$ cat config.mk
export PLATFORM = sky130hd
export DESIGN_NAME = fpnew_req_arbiter
export DESIGN_NICKNAME = d
export VERILOG_FILES = /design/src/rtl/fpnew_req_arbiter_pkg.sv /design/src/rtl/fpnew_credit_counter.sv /design/src/rtl/fpnew_req_arbiter.sv
export SDC_FILE = /design/constraint.sdc
export NUM_CORES = 1
export LEC_CHECK = 0
export ABC_AREA = 1
export CAP_MARGIN = 10
export CELL_PAD_IN_SITES_DETAIL_PLACEMENT = 0
export CELL_PAD_IN_SITES_GLOBAL_PLACEMENT = 1
export CORE_MARGIN = 2
export CORE_UTILIZATION = 25
export CTS_BUF_LIST = sky130_fd_sc_hd__clkbuf_4
export DETAILED_ROUTE_END_ITERATION = 8
export MAX_ROUTING_LAYER = met4
export PLACE_DENSITY = 0.67
export REMOVE_ABC_BUFFERS = 1
export SLEW_MARGIN = 10
export SYNTH_ARGS = -nofsm -noshare
export SYNTH_HDL_FRONTEND = slang
export SYNTH_HIERARCHICAL = 1
export SYNTH_SLANG_ARGS = --single-unit
$ cat constraint.sdc
create_clock -name clk_i -period 2.6 [get_ports clk_i]
set_clock_uncertainty 0.1 [all_clocks]
set_input_delay 0.39 -clock clk_i [delete_from_list [all_inputs] [get_ports clk_i]]
set_output_delay 0.39 -clock clk_i [all_outputs]
set_load 0.02 [all_outputs]
$ cat src/rtl/fpnew_req_arbiter_pkg.sv
// Shared defaults and the round-robin index helper for the FPU request arbiter.
// Latency: n/a (types, constants and a pure function only).
// Backpressure: n/a.
package fpnew_req_arbiter_pkg;

  localparam int unsigned DefaultNumReq         = 2;
  localparam int unsigned DefaultMaxOutstanding = 4;

  // (base + off) modulo n, for base < n and off <= n; avoids a real divider.
  function automatic int unsigned rr_idx(int unsigned base, int unsigned off, int unsigned n);
    int unsigned sum;
    sum = base + off;
    return (sum >= n) ? sum - n : sum;
  endfunction

endpackage

$ cat src/rtl/fpnew_credit_counter.sv
// Per-requester in-flight operation counter with a full flag at MaxOutstanding.
// Latency: count updates on the clock edge after inc/dec/clr; full is combinational from the count.
// Backpressure: none internally; the owner stops issuing while full is high.
module fpnew_credit_counter
  import fpnew_req_arbiter_pkg::*;
#(
  parameter int unsigned MaxOutstanding = DefaultMaxOutstanding,
  localparam int unsigned CntW = $clog2(MaxOutstanding + 1)
) (
  input  logic            clk_i,
  input  logic            rst_ni,
  input  logic            inc_i,
  input  logic            dec_i,
  input  logic            clr_i,
  output logic [CntW-1:0] cnt_o,
  output logic            full_o
);

  logic [CntW-1:0] cnt_q, cnt_d;

  // Next count: clear wins, simultaneous inc and dec cancel out.
  always_comb begin
    cnt_d = cnt_q;
    if (clr_i) begin
      cnt_d = '0;
    end else if (inc_i && !dec_i) begin
      cnt_d = cnt_q + 1'b1;
    end else if (dec_i && !inc_i) begin
      cnt_d = cnt_q - 1'b1;
    end
  end

  // Count register.
  always_ff @(posedge clk_i or negedge rst_ni) begin
    if (!rst_ni) begin
      cnt_q <= '0;
    end else begin
      cnt_q <= cnt_d;
    end
  end

  assign cnt_o  = cnt_q;
  assign full_o = (cnt_q == CntW'(MaxOutstanding));

  // A completion can only return for an operation that was issued.
  a_no_underflow: assert property (@(posedge clk_i) disable iff (!rst_ni)
    (dec_i && !clr_i) |-> (cnt_q != '0));

  a_no_overflow: assert property (@(posedge clk_i) disable iff (!rst_ni)
    cnt_q <= CntW'(MaxOutstanding));

endmodule

$ cat src/rtl/fpnew_req_arbiter.sv
// Shares one FPU between NumReq requesters: round-robin issue with grant lock, per-requester credits, result demux.
// Latency: zero cycles on both issue and response paths (purely combinational, no buffering).
// Backpressure: grant held until fpu_ready_i; requesters at MaxOutstanding are skipped; results wait on the owner's rsp_ready_i.
module fpnew_req_arbiter
  import fpnew_req_arbiter_pkg::*;
#(
  parameter int unsigned NumReq         = DefaultNumReq,
  parameter int unsigned MaxOutstanding = DefaultMaxOutstanding,
  parameter type         ReqType        = logic,
  parameter type         RspType        = logic,
  parameter type         TagType        = logic,
  localparam int unsigned IdxW    = $clog2(NumReq),
  localparam int unsigned TagW    = $bits(TagType),
  localparam int unsigned FpuTagW = IdxW + TagW
) (
  input  logic               clk_i,
  input  logic               rst_ni,
  input  logic               flush_i,
  input  logic [NumReq-1:0]  req_valid_i,
  output logic [NumReq-1:0]  req_ready_o,
  input  ReqType             req_data_i [NumReq],
  input  TagType             req_tag_i  [NumReq],
  output logic               fpu_valid_o,
  input  logic               fpu_ready_i,
  output ReqType             fpu_data_o,
  output logic [FpuTagW-1:0] fpu_tag_o,
  input  logic               fpu_out_valid_i,
  output logic               fpu_out_ready_o,
  input  RspType             fpu_rsp_i,
  input  logic [FpuTagW-1:0] fpu_tag_i,
  output logic [NumReq-1:0]  rsp_valid_o,
  input  logic [NumReq-1:0]  rsp_ready_i,
  output RspType             rsp_data_o,
  output TagType             rsp_tag_o,
  output logic               busy_o
);

  localparam int unsigned CntW = $clog2(MaxOutstanding + 1);

  typedef struct packed {
    logic [IdxW-1:0] id;
    TagType          tag;
  } fpu_tag_t;

  logic [IdxW-1:0]             prio_q, prio_d;
  logic                        lock_q, lock_d;
  logic [IdxW-1:0]             lock_idx_q, lock_idx_d;
  logic [IdxW-1:0]             rr_cand [NumReq];
  logic [IdxW-1:0]             arb_idx, win_idx, rsp_id;
  logic [NumReq-1:0]           elig, full, inc, dec;
  logic [NumReq-1:0][CntW-1:0] cnt;
  logic                        kill, issue_hs, route_rdy;
  fpu_tag_t                    tag_out, tag_in;

  // Reset and flush both silence every handshake this cycle.
  assign kill = flush_i || !rst_ni;
  assign elig = req_valid_i & ~full;

  // Candidate order for this cycle: prio_q, prio_q+1, ... wrapping.
  always_comb begin
    for (int unsigned i = 0; i < NumReq; i++) begin
      rr_cand[i] = IdxW'(rr_idx(32'(prio_q), i, NumReq));
    end
  end

  // Pick the first eligible candidate; scanning backwards lets the earliest one win.
  always_comb begin
    arb_idx = prio_q;
    for (int off = int'(NumReq) - 1; off >= 0; off--) begin
      if (elig[rr_cand[off]]) arb_idx = rr_cand[off];
    end
  end

  // A stalled grant stays put regardless of what the other requesters do.
  assign win_idx     = lock_q ? lock_idx_q : arb_idx;
  assign fpu_valid_o = !kill && (lock_q || (|elig));
  assign issue_hs    = fpu_valid_o && fpu_ready_i;

  // Issue-side mux: winner's payload, tag extended with its index, ready and credit increment.
  always_comb begin
    req_ready_o = '0;
    inc         = '0;
    if (issue_hs) begin
      req_ready_o[win_idx] = 1'b1;
      inc[win_idx]         = 1'b1;
    end
    fpu_data_o  = req_data_i[win_idx];
    tag_out.id  = win_idx;
    tag_out.tag = req_tag_i[win_idx];
  end

  assign fpu_tag_o = tag_out;

  // Grant lock and round-robin pointer next state; the pointer survives a flush.
  always_comb begin
    prio_d     = prio_q;
    lock_d     = lock_q;
    lock_idx_d = lock_idx_q;
    if (flush_i) begin
      lock_d = 1'b0;
    end else if (issue_hs) begin
      lock_d = 1'b0;
      prio_d = IdxW'(rr_idx(32'(win_idx), 1, NumReq));
    end else if (fpu_valid_o) begin
      lock_d     = 1'b1;
      lock_idx_d = win_idx;
    end
  end

  // Arbiter state registers.
  always_ff @(posedge clk_i or negedge rst_ni) begin
    if (!rst_ni) begin
      prio_q     <= '0;
      lock_q     <= 1'b0;
      lock_idx_q <= '0;
    end else begin
      prio_q     <= prio_d;
      lock_q     <= lock_d;
      lock_idx_q <= lock_idx_d;
    end
  end

  // Response demux: the returned index picks the owner's valid and ready.
  assign tag_in = fpu_tag_i;
  assign rsp_id = tag_in.id;

  always_comb begin
    rsp_valid_o = '0;
    route_rdy   = 1'b0;
    for (int unsigned k = 0; k < NumReq; k++) begin
      if (rsp_id == IdxW'(k)) begin
        route_rdy      = rsp_ready_i[k];
        rsp_valid_o[k] = !kill && fpu_out_valid_i;
      end
    end
    dec = rsp_valid_o & rsp_ready_i;
  end

  // During a flush in-flight results are drained and dropped.
  assign fpu_out_ready_o = flush_i || (rst_ni && route_rdy);
  assign rsp_data_o      = fpu_rsp_i;
  assign rsp_tag_o       = tag_in.tag;

  for (genvar k = 0; k < NumReq; k++) begin : g_credit
    fpnew_credit_counter #(
      .MaxOutstanding (MaxOutstanding)
    ) u_cnt (
      .clk_i  (clk_i),
      .rst_ni (rst_ni),
      .inc_i  (inc[k]),
      .dec_i  (dec[k]),
      .clr_i  (flush_i),
      .cnt_o  (cnt[k]),
      .full_o (full[k])
    );
  end

  assign busy_o = (|cnt) || fpu_valid_o;

  // The locked requester must keep its request up and unchanged until accepted.
  a_lock_stable: assert property (@(posedge clk_i) disable iff (!rst_ni || flush_i)
    lock_q |-> (req_valid_i[lock_idx_q] && (req_data_i[lock_idx_q] == $past(fpu_data_o))));

  a_rsp_id_range: assert property (@(posedge clk_i) disable iff (!rst_ni || flush_i)
    fpu_out_valid_i |-> (32'(rsp_id) < NumReq));

endmodule

* Word-level counts from Yosys, hierarchy flattened
Index checks and enable logic that the tools add are counted. W data, S select, Z words.
Storage, ports and cells: memories kept 0, RAM bits 0, memory bits (read-only) 0, flip-flop bits (word level) 9, output and inout port bits 12, bits of input ports 16, bits in latches 0, word-level logic and storage cells 87
Operators by class: $mul 0, bitwise gates (word level) 6, div/mod/pow operators 0, shift operators 0, eq/ne operators 2, muxes and demuxes 31, reduce and logical (&&, ||, !) cells 26, order comparisons 8, add/sub/neg operators 9
Operators with widths (number):
- $mux W1 | 23
- $mux W3 | 6
- $logic_and A1 B1 Y1 | 9
- $reduce_bool A3 Y1 | 3
- $add A3 B1 Y3 const B | 2
- $eq A3 B3 Y1 const B | 2
- $ge A2 B2 Y1 const B | 3
- $logic_not A1 Y1 | 6
- $lt A1 B2 Y1 const B | 3
- $reduce_or A6 Y1 | 1
- $sub A3 B1 Y3 const B | 2
- $add A1 B1 Y2 const B | 2
- $and A2 B2 Y2 | 2
- $logic_or A1 B1 Y1 | 4
- $reduce_and A3 Y1 | 1
- $sub A1 B1 Y1 const B | 3
- $ge A1 B2 Y1 const B | 1
- $mux W2 | 1
- $not A1 Y1 | 2
- $not A1 Y2 | 1
- $not A2 Y2 | 1
- $reduce_and A2 Y1 | 1
- $reduce_or A2 Y1 | 1
- $demux W1 S1 | 1
- $ge A1 B1 Y1 const B | 1

* Depth between registers and ports, before layout
word-level depth 18, gate-level depth with buffers 16, gate-level depth less buffers 16

* By module
The synthesis kept the hierarchy.
By module, submodules not included:
- fpnew_credit_counter | sequential area each 75.1 µm², cells an instance 27, times used 2, area each 203.9 µm²
- fpnew_req_arbiter | sequential area each 75.1 µm², cells an instance 58, times used 1, area each 370.4 µm²

* Worst setup path after synthesis
OpenSTA, ideal clock, no wires.
path kind register to register, start point reg g_credit[0].u_cnt.cnt_q[0], end point reg g_credit[0].u_cnt.cnt_q[2], clock period less this slack 2.157 ns, cell stages (with the launch flop) 15, buffers on the path 0, data arrival time 1.939 ns, data required time 2.383 ns, setup slack 0.443 ns, library setup time 0.117 ns, cell sequence dfrtp_1 > nor3_1 > inv_1 > nand2_2 > nand2_1 > nand2_2 > nand3_4 > nand3_1 > inv_1 > ha_1 > fa_1 > inv_1 > nand2_1 > nand3_1 > nand2_1
Between the ends: word-level cells in the longest chain between the ends 16, elaborated cells on any way between the ends 29
RTL lines:
- start, declared | RTL line fpnew_credit_counter.sv:19 | logic [CntW-1:0] cnt_q, cnt_d;
- start signal, assigned | RTL line fpnew_credit_counter.sv:38 | cnt_q <= cnt_d;
- $eq A3 B3 Y1 * | RTL line fpnew_credit_counter.sv:43 | assign full_o = (cnt_q == CntW'(MaxOutstanding));
- net full[0] | RTL line fpnew_req_arbiter.sv:50 | logic [NumReq-1:0] elig, full, inc, dec;
- $not A2 Y2 * | RTL line fpnew_req_arbiter.sv:57 | assign elig = req_valid_i & ~full;
- $and A2 B2 Y2 * | RTL line fpnew_req_arbiter.sv:57
- $mux W1 (implied by the code) (2 in series) | RTL line fpnew_req_arbiter.sv:70 | if (elig[rr_cand[off]]) arb_idx = rr_cand[off];
- $mux W1 (2 in series) | RTL line fpnew_req_arbiter.sv:70
- $mux W1 | RTL line fpnew_req_arbiter.sv:75 | assign win_idx = lock_q ? lock_idx_q : arb_idx;
- $lt A1 B2 Y1 or $ge A1 B1 Y1 (tied branches)
- $logic_and A1 B1 Y1
- $mux W1
- $demux W1 S1
- $mux W2 *
- net req_ready_o[0] | RTL line fpnew_req_arbiter.sv:20 | output logic [NumReq-1:0] req_ready_o,
- $logic_and A1 B1 Y1 or $logic_not A1 Y1 (tied branches) | RTL line fpnew_credit_counter.sv:26, fpnew_credit_counter.sv:28
- $mux W3 or $logic_and A1 B1 Y1 (tied branches) | RTL line fpnew_credit_counter.sv:26, fpnew_credit_counter.sv:28
- $mux W3 or $reduce_bool A3 Y1 (tied branches)
Mark *: on every way through the listed nets, which the timed path passes. The rest lies on a longest branch. The select of a mux whose other input is x is not followed. A chain may end at the register's enable or synchronous reset.

* Worst setup path after layout
start point reg g_credit[0].u_cnt.cnt_q[2], end point out busy_o
Between the ends: word-level cells in the longest chain between the ends 7, elaborated cells on any way between the ends 8
RTL lines:
- $eq A3 B3 Y1 | RTL line fpnew_credit_counter.sv:43
- net full[0] | RTL line fpnew_req_arbiter.sv:50
- $not A2 Y2 | RTL line fpnew_req_arbiter.sv:57
- $and A2 B2 Y2 | RTL line fpnew_req_arbiter.sv:57
- $reduce_or A2 Y1 | RTL line fpnew_req_arbiter.sv:76 | assign fpu_valid_o = !kill && (lock_q || (|elig));
- $logic_or A1 B1 Y1 | RTL line fpnew_req_arbiter.sv:76
- $logic_and A1 B1 Y1 | RTL line fpnew_req_arbiter.sv:76
- $logic_or A1 B1 Y1 | RTL line fpnew_req_arbiter.sv:158 | assign busy_o = (|cnt) || fpu_valid_o;
- end, declared | RTL line fpnew_req_arbiter.sv:35 | output logic busy_o
The timed path passes the listed nets, and every way through them passes these cells.

==> metrics.cfg <==
[sta]
slew_viol_final = 0
relSlewSlack = 0.843
hold_viol = 0
setup_viol = 0
tightest_slew_ns = 0.234
finalSetupTns_ns = 0
fin_crit_sh = 0.922
clock.fmax_mhz = 417
rsz0062_at_grt = no
finalCriticalPeriod_ns = 2.40

[clocking]
numCtsBuffers = 3
clk_pin_slew_ns = 0.07
cts-htree-levels = 1
clock_path_buffers = 2
postCtsSetupBuffers = 0
ctsHoldBuffers = 0
insertion_delay_ns = 0.26
cts_num_sinks = 9
clockRootBuffer = clkbuf_4
tritoncts = yes

[layout]
drive_gt1_frac = 0.174
finalNonFillerCells = 171
multi_input_area_sq_um = 433
final_util = 0.359
seqCellArea_sq_um = 225
diodes = 0
nFillCells = 339
area_growth_pct = 38.4
fin_area_sq_um = 1080
nets = 159

[placed_design]
place_congestion = 0.759
dp_hpwl_mm = 1.56
post_dp_cell_area_sq_um = 1040
placed_cells = 167
port_buffers = 23

[setup_path]
path_class = reg2out
critPathLaunchType = flop
cp.arrival_ns = 1.91
required_ns = 2.11
reg2reg_slack_ns = 0.29
path_max_fanout = 5
critPathCaptureType = primary output

[routing]
drt-total-wl_mm = 1.79
dr_total_vias = 759
via_per_inst = 4.44
wl_per_cell_um = 10.5
ant_nets = 0
drcViolationCount = 0
dr.pass1.iters = 3
drt-initial-drc-count = 32

[logic_synthesis]
ys.flop_type = dfrtp_1
yosysSeqAreaShare = 0.289
netlist_instances = 112
synth_top_cell_by_area = dfrtp_1
synth_adder_area_share = 0.0836
yosys.area_share.simple = 0.426
synth_edf_count = 0
synth_mux_area_frac = 0
synthXorXnorAreaFrac = 0
ys_ff_latch = 9
netlist_area_sq_um = 778
yosysWarnings = 6
synth_top_family_by_area = simple AND/OR/NAND/NOR gates
yosysMostFrequentCell = nand2_1
yosys-top-cells-count = nand2_1, inv_1, nand3_1
synthTopCellsByArea = dfrtp_1, nand2_1, inv_1, nand3_1, fa_1
synth_cell_types = 22
async_reset_ff_frac = 1.00
syn_area_per_cell_sq_um = 6.95
yosys.area.top_type_share = 0.289
synth_compound_area_frac = 0.0466

[pwr]
power.switching_w = 0.000173
power_leakage_nw = 0.568
power.internal_w = 0.000313
switching_share = 0.356
power_density_nw_per_um2 = 451
combPwrFrac = 0.399
ir_drop_uv = 156
power_frac_seq = 0.346
finalPower_w = 0.000485
power_frac_clock = 0.255

[grt]
grt_max_degree = 11
grt_usage = 0.112
grt_first_pass_wirelength_mm = 2.86
antenna_found_initial = 0
overflow = 0
grt_pass1_vias = 706

[floorplan]
top_level_ports = 28
die_w_um = 59.8
fp.dieH_um = 59.8
core-area_sq_um = 3000
rows = 20
die_area_sq_um = 3580
start_util = 0.259

[worst_hold_path]
min_path_type = in2async

[run_status]
outcome = completed

[flow_run]
max-cap-violations = 0

==> worst max-delay path, cell delays in order, from the launching register on <==
cell and delay (ns):
dfrtp_1 0.41, inv_2 0.06, nor3_1 0.17, inv_1 0.10
nand2_2 0.08, nand3_2 0.10, nand2_4 0.09, nand3_1 0.08
clkdlybuf4s50_1 0.56
==> power by group through the flow <==
stage          Sequential [W]  Combinational (W)  Clock (W)
6_report             0.000168           0.000194   0.000124
5_1_grt              0.000169           0.000214   0.000134
4_1_cts              0.000168           0.000199   0.000125
3_3_place_gp         0.000172           0.000201          0
2_1_floorplan        0.000167           0.000120          0
3_5_place_dp         0.000170           0.000201          0
==> registers in the layout (all words and copies together) (netlist names) <==
| name | count |
|---|---|
| prio_q | 1 |
| lock_idx_q | 1 |
| lock_q | 1 |
| g_credit.u_cnt/cnt_o | 6 |
==> cell usage in the layout, fill, tap and decap left out, types with 2 or more instances in the layout <==
master	Yosys	layout
buf_4	3	2
clkbuf_4	0	4
clkdlybuf4s50_1	0	18
dfrtp_1	9	9
dlygate4sd2_1	0	2
dlymetal6s2s_1	0	3
fa_1	2	2
ha_1	2	2
inv_1	22	22
inv_2	4	4
nand2_1	29	29
nand2_2	5	5
nand2_4	3	3
nand3_1	11	11
nor2_1	6	6
nor2_2	2	2
nor3_1	3	3
o21ai_0	2	2
o22ai_1	2	2
==> metrics by stage <==
stage          hold slack (ns)  setup slack (ns)
5_1_grt                  0.355            0.0293
2_1_floorplan         -0.00559             0.443
3_3_place_gp             0.382            0.0797
6_report                 0.355             0.203
3_5_place_dp             0.370            0.0653
4_1_cts                  0.362           0.00324
==> kinds of logic (layout without fill, tap and decap cells) <==
kind of cell | Yosys count | in the layout
and+or+nand+nor | 64 | 64
DFF | 9 | 9
buffers and inverters | 29 | 55
adders and majority gates | 4 | 4
AOI/OAI and AO/OA | 6 | 6
==> area by class of cell <==
type	count	share of cell area
well taps	33	0.0383
clock buffers	4	0.0279
multi-input cells	74	0.402
flip-flops and latches	9	0.209
inverters	26	0.0906
repair buffers	25	0.232
==> timing repair <==
item | 4_1_cts | 5_1_grt
endpoints found under the setup margin | 2 | 3
endpoints found under the hold margin | 0 | 0
resized for setup | 2 | 3
==> per-layer routing <==
| layer | up-vias | track usage | part of all wire |
|---|---|---|---|
| li1 | 395 | - | - |
| met1 | 344 | 0.130 | 0.45 |
| met2 | 16 | 0.177 | 0.48 |
| met3 | 4 | 0.0238 | 0.045 |
| met4 | 0 | 0.0667 | 0.021 |
| met5 | - | - | 0 |
==> final timing paths <==
path | depth (start not counted) | startpoint | endpoint
setup / recovery | 8 | g_credit[0].u_cnt/cnt_o[2] | busy_o
hold / removal | 2 | rst_ni | g_credit[0].u_cnt/cnt_o[1]
setup reg to reg | 15 | g_credit[0].u_cnt/cnt_o[2] | g_credit[0].u_cnt/cnt_o[2]
hold reg to reg | 2 | lock_idx_q | lock_idx_q
max in group asynchronous | 2 | rst_ni | g_credit[1].u_cnt/cnt_o[2]
min in group clk_i | 2 | lock_idx_q | lock_idx_q
No activity file was read; power rests on OpenSTA's default activity.
